==> src/rtl/hazard_ctrl.sv <==
// hazard_ctrl: hazard and flush controller for the five-stage, no-forwarding RISC-V pipeline.
//
// A three-entry scoreboard records the destination registers of instructions that are
// in flight in the E, M and W stages. Any decode-stage source that matches a live
// entry stalls the F/D boundary and bubbles D/E until the producer has left W. The
// register file is not write-through, so an entry in W still blocks a read.
// A redirect, plus SHADOW cycles after it, kills the decode-stage instruction.
//
// Ports:
//   CLK        in   rising-edge clock
//   RESET      in   synchronous, active-high reset
//   D_VALID    in   decode stage holds a real instruction
//   D_RS1/RS2  in   decode source register indices
//   D_USE_RS1  in   instruction reads rs1
//   D_USE_RS2  in   instruction reads rs2
//   D_RD       in   decode destination register index
//   D_REGWRT   in   instruction writes rd
//   REDIRECT   in   taken branch/jump resolved this cycle
//   STALL      out  hold FD_PC/FD_IR
//   BUBBLE_DE  out  load a NOP into the D/E boundary
//   FLUSH_FD   out  load a NOP into FD_IR at the next edge
//   SB_BUSY    out  scoreboard valid bits {W, M, E}
//   STALL_CNT  out  cycles with STALL=1 (wraps)
//   FLUSH_CNT  out  cycles with REDIRECT=1 (wraps)

module hazard_ctrl #(
  parameter int unsigned SHADOW = 1,
  parameter int unsigned CNT_W  = 32
) (
  input  logic             CLK,
  input  logic             RESET,
  input  logic             D_VALID,
  input  logic [4:0]       D_RS1,
  input  logic [4:0]       D_RS2,
  input  logic             D_USE_RS1,
  input  logic             D_USE_RS2,
  input  logic [4:0]       D_RD,
  input  logic             D_REGWRT,
  input  logic             REDIRECT,
  output logic             STALL,
  output logic             BUBBLE_DE,
  output logic             FLUSH_FD,
  output logic [2:0]       SB_BUSY,
  output logic [CNT_W-1:0] STALL_CNT,
  output logic [CNT_W-1:0] FLUSH_CNT
);

  typedef struct packed {
    logic       valid;
    logic [4:0] rd;
  } sb_entry_t;

  // Index 0 = E, 1 = M, 2 = W.
  sb_entry_t [2:0]  sb_q, sb_d;
  logic [1:0]       shadow_cnt_q, shadow_cnt_d;
  logic [CNT_W-1:0] stall_cnt_q, stall_cnt_d;
  logic [CNT_W-1:0] flush_cnt_q, flush_cnt_d;

  logic rs1_match;
  logic rs2_match;
  logic kill;
  logic hazard;
  logic stall;
  logic issue_write;

  // ---------------------------------------------------------------------------
  // Scoreboard lookup. Only valid entries hold a nonzero rd, but x0 is excluded
  // explicitly so a source of x0 can never match.
  // ---------------------------------------------------------------------------
  always_comb begin
    rs1_match = 1'b0;
    rs2_match = 1'b0;
    for (int i = 0; i < 3; i++) begin
      if (sb_q[i].valid && (sb_q[i].rd == D_RS1)) rs1_match = 1'b1;
      if (sb_q[i].valid && (sb_q[i].rd == D_RS2)) rs2_match = 1'b1;
    end
    rs1_match = rs1_match && (D_RS1 != 5'd0);
    rs2_match = rs2_match && (D_RS2 != 5'd0);
  end

  // ---------------------------------------------------------------------------
  // Hazard / kill decisions. A redirect wins over a hazard: the decode
  // instruction is bubbled rather than held. Everything is silenced in reset.
  // ---------------------------------------------------------------------------
  always_comb begin
    kill   = REDIRECT || (shadow_cnt_q != 2'd0);
    hazard = (D_USE_RS1 && rs1_match) || (D_USE_RS2 && rs2_match);
    stall  = !RESET && D_VALID && !kill && hazard;

    STALL     = stall;
    BUBBLE_DE = !RESET && (stall || kill);
    FLUSH_FD  = !RESET && kill;
    SB_BUSY   = RESET ? 3'b000 : {sb_q[2].valid, sb_q[1].valid, sb_q[0].valid};
    STALL_CNT = stall_cnt_q;
    FLUSH_CNT = flush_cnt_q;
  end

  // ---------------------------------------------------------------------------
  // Next state
  // ---------------------------------------------------------------------------
  always_comb begin
    // Only an instruction that actually advances into E claims an entry.
    issue_write = D_VALID && D_REGWRT && (D_RD != 5'd0) && !stall && !kill;

    sb_d[2] = sb_q[1];
    sb_d[1] = sb_q[0];
    if (issue_write) begin
      sb_d[0] = '{valid: 1'b1, rd: D_RD};
    end else begin
      sb_d[0] = '{valid: 1'b0, rd: 5'd0};
    end

    // A redirect reloads the window rather than extending it.
    if (REDIRECT) begin
      shadow_cnt_d = 2'(SHADOW);
    end else if (shadow_cnt_q != 2'd0) begin
      shadow_cnt_d = shadow_cnt_q - 2'd1;
    end else begin
      shadow_cnt_d = 2'd0;
    end

    stall_cnt_d = stall    ? stall_cnt_q + CNT_W'(1) : stall_cnt_q;
    flush_cnt_d = REDIRECT ? flush_cnt_q + CNT_W'(1) : flush_cnt_q;
  end

  // ---------------------------------------------------------------------------
  // State registers
  // ---------------------------------------------------------------------------
  always_ff @(posedge CLK) begin
    if (RESET) begin
      sb_q         <= '0;
      shadow_cnt_q <= 2'd0;
      stall_cnt_q  <= '0;
      flush_cnt_q  <= '0;
    end else begin
      sb_q         <= sb_d;
      shadow_cnt_q <= shadow_cnt_d;
      stall_cnt_q  <= stall_cnt_d;
      flush_cnt_q  <= flush_cnt_d;
    end
  end

endmodule
==> config.mk <==
export PLATFORM = sky130hd
export DESIGN_NAME = hazard_ctrl
export DESIGN_NICKNAME = d
export VERILOG_FILES = /design/src/rtl/hazard_ctrl.sv
export SDC_FILE = /design/constraint.sdc
export NUM_CORES = 1
export LEC_CHECK = 0
export CORE_UTILIZATION = 51
export DETAILED_ROUTE_END_ITERATION = 7
export PLACE_DENSITY = 0.86
export REMOVE_ABC_BUFFERS = 1
export SLEW_MARGIN = 20
export SYNTH_ARGS = -nofsm -noshare
export SYNTH_HDL_FRONTEND = slang
export SYNTH_SLANG_ARGS = --single-unit
==> constraint.sdc <==
create_clock -name CLK -period 2.5 [get_ports CLK]
set_input_delay 0.5 -clock CLK [delete_from_list [all_inputs] [get_ports CLK]]
set_output_delay 0.5 -clock CLK [all_outputs]
set_load 0.05 [all_outputs]
==> results of run 1 <==
==> final cells by class <==
type / instances / area, um2 / area share [%]
timing repair buffer: 134 / 1230 / 20.8
multi-input combinational: 357 / 2660 / 44.8
inverter: 11 / 41.3 / 0.695
tap: 105 / 131 / 2.21
sequential: 84 / 1690 / 28.4
clock inverter: 3 / 20.0 / 0.337
clock buffer: 13 / 169 / 2.84
==> metal layers <==
metal,up-vias,global-route usage [%],wire length (um)
met4,0,10.0,299
met1,1874,29.1,4550
li1,1890,-,-
met5,-,0,0
met2,103,43.5,5680
met3,29,4.77,490
==> power breakdown <==
part	internal (W)	switching, W
registers	0.00134	0.00000859
logic	0.0000820	0.000110
clock network	0.000441	0.000477
total	0.00187	0.000595
==> cell usage in the layout, fill, tap and decap left out, drive strengths merged, types with 2 or more instances in the layout <==
master         Yosys  layout
a2111oi            9       9
a211oi            19      19
a21oi              5       5
and2               6       6
and3               8       8
and4               7       7
buf                9      54
clkbuf            15      15
clkdlybuf4s15      0       2
clkdlybuf4s50      0      72
clkinvlp           0       2
dfxtp             84      84
dlygate4sd2        0       4
ha                 4       4
inv               11      11
mux2              28      28
mux2i              2       2
nand2             24      24
nand3             26      26
nand4             10      10
nor2              70      70
nor2b             42      42
nor3               5       5
nor4               9       9
o21ai              3       3
or3                5       5
or4                3       3
xnor2             16      16
xor2              42      42
==> worst max-delay path, cell delays in order <==
cell     delay [ps]
buf_6           110
buf_6           110
xor2_2          180
nor4_2          280
nand3_1         210
a31o_4          300
a31oi_4         180
buf_6           180
==> through the flow <==
stage | setup WS (ps) | cell area (um2)
floorplan | -2700 | 4190
global placement | -394 | 5500
detailed placement | -526 | 5500
CTS | 0.610 | 5820
global route | -84.7 | 5940
finish | -42.7 | 5940
==> path summary, 6_finish.rpt <==
kind,startpoint,end,slack [ps],depth (start not counted)
max,D_RS1[1],BUBBLE_DE,-40,8
min,STALL_CNT[31]$_SDFFE_PP0P_,STALL_CNT[31]$_SDFFE_PP0P_,490,1
max reg2reg,sb_q[16]$_SDFF_PP0_,STALL_CNT[10]$_SDFFE_PP0P_,30,8
min reg2reg,STALL_CNT[31]$_SDFFE_PP0P_,STALL_CNT[31]$_SDFFE_PP0P_,490,1
==> timing repair <==
action	in CTS	in global routing
pin swaps	15	11
endpoints found under the setup margin	31	16
resized for setup	37	29
buffers inserted	9	2
==> state kept, by name, indices dropped and copies added (netlist names) <==
| register | count |
|---|---|
| FLUSH_CNT | 32 |
| sb_d | 12 |
| sb_q | 6 |
| STALL_CNT | 32 |
| shadow_cnt_q | 2 |
==> cells by family (layout without fill, tap and decap cells) <==
family / Yosys count / after routing / share of synthesized area, %
DFF: 84 / 84 / 39.0
adders and majority gates: 4 / 4 / 1.16
and+or+nand+nor: 217 / 217 / 26.1
xor gates and xnor gates: 58 / 58 / 11.8
buffers and inverters: 35 / 161 / 3.86
AOI/OAI and AO/OA: 48 / 48 / 10.3
muxes: 30 / 30 / 7.78
==> flow_summary_export.csv, run 1 <==
group,metric,value,unit
worst_setup_path,critPathCaptureType,"output port",
timing,finalClockSkew,6.76,ps
worst_setup_path,critPathKind,"in -> out",
route,wirelength,11000,um
global_route,grt_max_degree,71,
die,io_pins,92,
worst_setup_path,worstPathArrival,2040,ps
timing,drv_slew,0,
global_route,grt-ovfl-total,0,
die,core_area,0.00822,mm2
synth,ys_types,47,
route,wire_per_inst,15.6,um
timing,post-route-period-util,102,%
timing,fin_hold_ws,492,ps
timing,slew_headroom,44.5,%
timing,final.setup.worst_slack,-42.7,ps
route,via_per_inst,5.51,
die,die_x,93.9,um
synth,synth_ff_type,"dfxtp_1",
synth,synth_edf_count,0,
route,vias,3896,
global_route,grt_usage,24.7,%
route,drt-initial-drc-count,222,
timing,setup_viol,1,
timing,rsz0062_at_grt,"true",
clock_network,h-tree-depth,3,
worst_setup_path,critPathLaunchType,"input pin",
clock_network,cts_buffers,9,
finish,diodes,0,
finish,fillCellCount,596,
timing,tns,-42.7,ps
clock_network,cts_tree,"done",
route,first_pass_iters,4,
place,hpwl,7680,um
route,ant_nets,0,
place,portBuffers,91,
power,p_leak,2.16,nW
synth,syn_avg_cell_area,9.06,um2
timing,fin_crit,2540,ps
finish,drive_gt1_share,21.4,%
die,fp.dieH,93.9,um
global_route,grt_pass1_wl,17100,um
worst_setup_path,required,2000,ps
timing,worst_pin_slew,831,ps
synth,yosysTopAreaCell,"dfxtp_1",
power,irDropWorstVdd,0.378,mV
clock_network,cts_hold_buffers,0,
route,drc,0,
finish,area_delta_synth_final,37.7,%
global_route,grt_pass1_vias,3608,
synth,ys_seq_area_share,39.0,%
timing,max_freq,393,MHz
synth,synthTopCellsByArea,"dfxtp_1 (39%), xor2_1 (8.5%), nor2_1 (6.1%)",
synth,synth.most_common_cell,"dfxtp_1",
finish,nets,623,
clock_network,path_clk_slew,80,ps
die,fp-row-count,33,
synth,ys_warn_count,0,
synth,synth_area,0.00431,mm2
worst_hold_path,min_path_type,"reg -> reg",
status,failed_checks,"negative setup slack",
job,maxCapViolations,0,
clock_network,cts-root-buf,"clkbuf_8",
clock_network,clock_sinks,84,
synth,synth_top_area_share,39.0,%
synth,async_flop_share,0,%
finish,final_util,72.3,%
synth,synth_common_cells,"dfxtp_1 (84), nor2_1 (70), nor2b_1 (42), xor2_1 (42), nand3_1 (25)",
global_route,antenna_found_initial,0,
die,start_util,52.5,%
timing,finalHoldViolCount,0,
die,dieArea,0.00883,mm2
finish,final_cells,707,
synth,yosys_register_bits,84,
synth,netlist_instances,476,
power,pwr_density_cell,415,mW/mm2
status,outcome,"complete, but fails checks",
place,dp.cells,681,
place,place_congestion,0.982,
clock_network,clk_latency,360,ps
worst_setup_path,cp_max_fo,4,
clock_network,clockBufferDepth,2,
power,power,0.00246,W
Power figures use the tool's default switching activity.
==> inputs of run 2 (changes only) <==
--- a/config.mk
+++ b/config.mk
@@ -5,9 +5,9 @@
 export SDC_FILE = /design/constraint.sdc
 export NUM_CORES = 1
 export LEC_CHECK = 0
-export CORE_UTILIZATION = 51
+export CORE_UTILIZATION = 30
 export DETAILED_ROUTE_END_ITERATION = 7
-export PLACE_DENSITY = 0.86
+export PLACE_DENSITY = 0.58
 export REMOVE_ABC_BUFFERS = 1
 export SLEW_MARGIN = 20
 export SYNTH_ARGS = -nofsm -noshare
==> run 2 against run 1 <==
Die area up 68%. Setup slack better by 4.6 ps. Critical path type unchanged. Worst hold slack worse by 33 ps. Sequential power about the same. Critical path depth down 1. Non-clock buffer count down 13. Clock skew down 0.64 ps. Global-route usage down 9.3 points. The run still ends with negative setup slack left.
==> flow_summary_export.csv, run 2 (same netlist as run 1, synthesis figures left out) <==
group,metric,value,unit
status,outcome,"complete, but fails checks",
status,failed_checks,"negative setup slack",
route,first_pass_iters,4,
place,hpwl,7930,um
die,die_x,122,um
clock_network,cts_buffers,9,
clock_network,cts-root-buf,"clkbuf_16",
die,start_util,30.9,%
finish,area_delta_synth_final,40.2,%
route,drc,0,
worst_setup_path,critPathLaunchType,"input pin",
finish,nets,610,
worst_setup_path,critPathKind,"in -> out",
global_route,grt_pass1_wl,17500,um
timing,fin_crit,2540,ps
clock_network,path_clk_slew,60,ps
place,place_congestion,0.880,
global_route,grt_max_degree,76,
finish,drive_gt1_share,20.2,%
global_route,grt_pass1_vias,3527,
worst_setup_path,cp_max_fo,4,
timing,slew_headroom,47.4,%
global_route,grt-ovfl-total,0,
timing,finalClockSkew,6.11,ps
route,wire_per_inst,14.1,um
route,ant_nets,0,
route,drt-initial-drc-count,200,
route,via_per_inst,4.84,
timing,post-route-period-util,102,%
worst_hold_path,min_path_cells,1,
finish,diodes,0,
timing,final.setup.worst_slack,-38.0,ps
clock_network,clock_sinks,84,
timing,tns,-38.0,ps
clock_network,clockBufferDepth,2,
worst_setup_path,crit_slowest_cell,"nor4_2",
power,irDropWorstVdd,0.265,mV
worst_setup_path,worstPathCellList,"clkdlybuf4s15_2 -> xor2_1 -> nor4_2 -> nand3_1 -> a31o_4 -> a31oi_4 -> buf_6",
worst_setup_path,reg2regPathDepth,8,
clock_network,clk_latency,340,ps
die,io_pins,92,
worst_setup_path,worstPathArrival,2040,ps
die,fp.dieH,122,um
global_route,grt_usage,15.3,%
clock_network,h-tree-depth,3,
place,portBuffers,91,
worst_hold_path,min_path_type,"reg -> reg",
worst_setup_path,critPathCaptureType,"output port",
die,core_area,0.0139,mm2
finish,final_util,43.4,%
worst_setup_path,cpPeakStageDelay,290,ps
clock_network,cts_tree,"done",
die,fp-row-count,43,
timing,worst_pin_slew,787,ps
finish,final_common_cell,"dfxtp_1",
finish,fillCellCount,1360,
timing,drv_slew,0,
finish,final_cell_mix,"dfxtp_1 (78), clkdlybuf4s50_1 (72), nor2_1 (70)",
worst_setup_path,required,2000,ps
timing,rsz0062_at_grt,"true",
timing,max_freq,394,MHz
die,dieArea,0.0149,mm2
route,wirelength,10900,um
job,maxCapViolations,0,
timing,setup_viol,1,
power,p_leak,2.20,nW
global_route,antenna_found_initial,0,
power,pwr_density_cell,492,mW/mm2
route,vias,3721,
power,power,0.00297,W
timing,finalHoldViolCount,0,
run 2: cell type report:
type / instances / area, um2 / area share (%)
clock buffer: 13 / 280 / 4.64
clock inverter: 3 / 42.5 / 0.704
inverter: 11 / 41.3 / 0.683
multi-input combinational: 357 / 2590 / 42.9
sequential: 84 / 1690 / 28.0
tap: 180 / 225 / 3.73
timing repair buffer: 121 / 1170 / 19.3
run 2: path summary, 6_finish.rpt:
kind | startpoint | to | slack (ps)
setup / recovery | D_RS1[4] | BUBBLE_DE | -40
hold / removal | STALL_CNT[31]$_SDFFE_PP0P_ | STALL_CNT[31]$_SDFFE_PP0P_ | 460
setup reg to reg | sb_d[14]$_SDFF_PP0_ | STALL_CNT[14]$_SDFFE_PP0P_ | 100
hold reg to reg | STALL_CNT[31]$_SDFFE_PP0P_ | STALL_CNT[31]$_SDFFE_PP0P_ | 460
run 2: metal layers:
layer / track usage [%] / vias to the layer above / wire length (um)
met1: 19.1 / 1754 / 4970
met5: 0 / - / 0
li1: - / 1866 / -
met2: 25.0 / 87 / 5280
met3: 3.18 / 14 / 407
met4: 7.48 / 0 / 210
run 2: stage by stage:
step / cells / worst slack [ps] / hold WS (ps) / cell area [um2]
floorplan: 452 / -2700 / 461 / 4190
global placement: 751 / -457 / 449 / 5600
detailed placement: 751 / -519 / 461 / 5600
CTS: 768 / -15.7 / 467 / 6000
global route: 769 / -85.1 / 487 / 6040
finish: 769 / -38.0 / 459 / 6040
run 2: power breakdown:
part	internal [W]	total (W)	switching, W
Clock	0.000882	0.00143	0.000548
Sequential	0.00135	0.00135	0.00000788
Combinational	0.0000800	0.000188	0.000109
Total	0.00231	0.00297	0.000665
run 2: what timing repair did:
action	CTS	global route
hold buffers	0	0
buffers inserted	1	1
endpoints found under the setup margin	29	5
gates resized for setup	52	17
hold endpoints to repair	0	0
pin swaps	13	6
run 2: worst max-delay path: cells and delay by family:
kind | cells | cell delay, ps
compound gates | 2 | 470
buf+inv | 2 | 410
xor+xnor | 1 | 190
simple gates | 2 | 460
==> inputs of run 3 (changes only) <==
--- a/config.mk
+++ b/config.mk
@@ -5,11 +5,11 @@
 export SDC_FILE = /design/constraint.sdc
 export NUM_CORES = 1
 export LEC_CHECK = 0
+export ABC_CLOCK_PERIOD_IN_PS = 2500
 export CORE_UTILIZATION = 30
 export DETAILED_ROUTE_END_ITERATION = 7
-export PLACE_DENSITY = 0.58
+export PLACE_DENSITY = 0.54
 export REMOVE_ABC_BUFFERS = 1
-export SLEW_MARGIN = 20
 export SYNTH_ARGS = -nofsm -noshare
 export SYNTH_HDL_FRONTEND = slang
 export SYNTH_SLANG_ARGS = --single-unit
==> run 3 against run 2 <==
The flow still finishes with violations (negative setup slack). Highest routed layer unchanged. First-iteration DRC count grew 18%. Routed wire length grew 3.8%. Largest power group unchanged. Non-clock buffer count up 14. Cell count grew 1.4%.
==> flow_summary_export.csv, run 3 (same netlist as run 1, synthesis figures left out) <==
group,metric,value,unit
timing,slew_headroom,50.9,%
route,wire_per_inst,14.5,um
die,dieArea,0.0149,mm2
route,via_per_inst,4.84,
die,io_pins,92,
die,fp-row-count,43,
worst_setup_path,required,2000,ps
power,p_leak,2.24,nW
clock_network,clock_sinks,84,
place,portBuffers,91,
clock_network,h-tree-depth,3,
clock_network,clk_latency,340,ps
timing,finalClockSkew,7.60,ps
timing,tns,-0.242,ps
route,first_pass_iters,4,
timing,post-route-period-util,100,%
status,failed_checks,"negative setup slack",
job,maxCapViolations,0,
worst_setup_path,worstPathArrival,2000,ps
route,vias,3776,
place,place_congestion,0.888,
clock_network,cts_buffers,9,
timing,setup_viol,1,
clock_network,cts_tree,"done",
global_route,grt_usage,15.9,%
finish,drive_gt1_share,23.2,%
die,fp.dieH,122,um
clock_network,clockBufferDepth,2,
route,drc,0,
finish,final_cell_mix,"dfxtp_1 (76), clkdlybuf4s50_1 (72), nor2_1 (70)",
worst_setup_path,cp_max_fo,4,
die,die_x,122,um
route,wirelength,11300,um
finish,diodes,0,
global_route,grt_pass1_vias,3691,
timing,worst_pin_slew,736,ps
global_route,grt-ovfl-total,0,
power,power,0.00293,W
finish,finalInstanceArea,0.00615,mm2
worst_hold_path,min_path_type,"reg -> reg",
timing,drv_slew,0,
status,outcome,"complete, but fails checks",
timing,max_freq,400,MHz
finish,final_common_cell,"dfxtp_1",
finish,area_delta_synth_final,42.5,%
timing,final.setup.worst_slack,-0.242,ps
global_route,grt_pass1_wl,18300,um
power,irDropWorstVdd,0.274,mV
finish,nets,624,
place,hpwl,7980,um
timing,finalHoldViolCount,0,
timing,rsz0062_at_grt,"true",
clock_network,cts_hold_buffers,0,
clock_network,cts-root-buf,"clkbuf_16",
die,core_area,0.0139,mm2
global_route,grt_max_degree,72,
place,dpl_cell_area,0.00561,mm2
worst_setup_path,critPathCaptureType,"output port",
worst_setup_path,critPathKind,"in -> out",
clock_network,path_clk_slew,50,ps
die,start_util,30.9,%
route,ant_nets,0,
worst_setup_path,critPathLaunchType,"input pin",
finish,final_util,44.1,%
timing,fin_crit,2500,ps
route,drt-initial-drc-count,235,
global_route,antenna_found_initial,0,
power,pwr_density_cell,476,mW/mm2
-- run 3: changes by cell type in the layout (fill, tap and decap cells not counted), moves of 3 or more --
cell	before	now
buf_2	7	3
buf_4	28	45
clkbuf_2	1	4
clkbuf_8	4	0
-- run 3: critical path, cell delays in order --
cell and delay [ps]:
buf_4 130, or4_4 520, o211ai_1 350, a31o_4 190, a31oi_4 110, buf_8 190
-- run 3: power breakdown --
group	internal, W	leakage [nW]	switching [W]
clock	0.000857	0.144	0.000518
combinational	0.0000864	1.41	0.000110
sequential	0.00135	0.682	0.00000869
total	0.00229	2.24	0.000637
-- run 3: final timing paths --
kind                                   start                    endpoint  slack [ps]  cells after the start
setup / recovery                    D_RS1[2]                   BUBBLE_DE        -0.2                      6
hold / removal    STALL_CNT[31]$_SDFFE_PP0P_  STALL_CNT[31]$_SDFFE_PP0P_         470                      1
setup reg to reg  shadow_cnt_q[1]$_SDFF_PP0_  STALL_CNT[26]$_SDFFE_PP0P_          50                     12
hold reg to reg   STALL_CNT[31]$_SDFFE_PP0P_  STALL_CNT[31]$_SDFFE_PP0P_         470                      1
-- run 3: final cells by class --
cell class	count	area [um2]
tap	180	225
fill	1343	7790
timing repair buffer	135	1250
clock inverter	3	65.1
sequential	84	1690
inverter	11	41.3
multi-input combinational	357	2640
clock buffer	10	229
-- run 3: routing by layer --
metal / up-vias / track usage (%) / share of wire [%]
met4: 0 / 7.48 / 2.3
met3: 17 / 3.93 / 4.9
met5: - / 0 / 0
met2: 84 / 25.4 / 49
li1: 1894 / - / -
met1: 1781 / 19.9 / 44
-- run 3: per-stage QoR --
step                      hold slack, ps  instances  setup slack (ps)
after global placement               458        755              -476
after detailed placement             464        755              -482
after floorplan                      461        452             -2700
after global routing                 509        780             -72.9
final                                469        780            -0.242
after CTS                            475        780             -72.7
-- run 3: what timing repair did --
item,in CTS,in global routing
pin swaps,17,22
cloned,0,0
buffers inserted,12,2
endpoints found under the hold margin,0,0
gates resized for setup,38,41
setup endpoints to repair,34,20
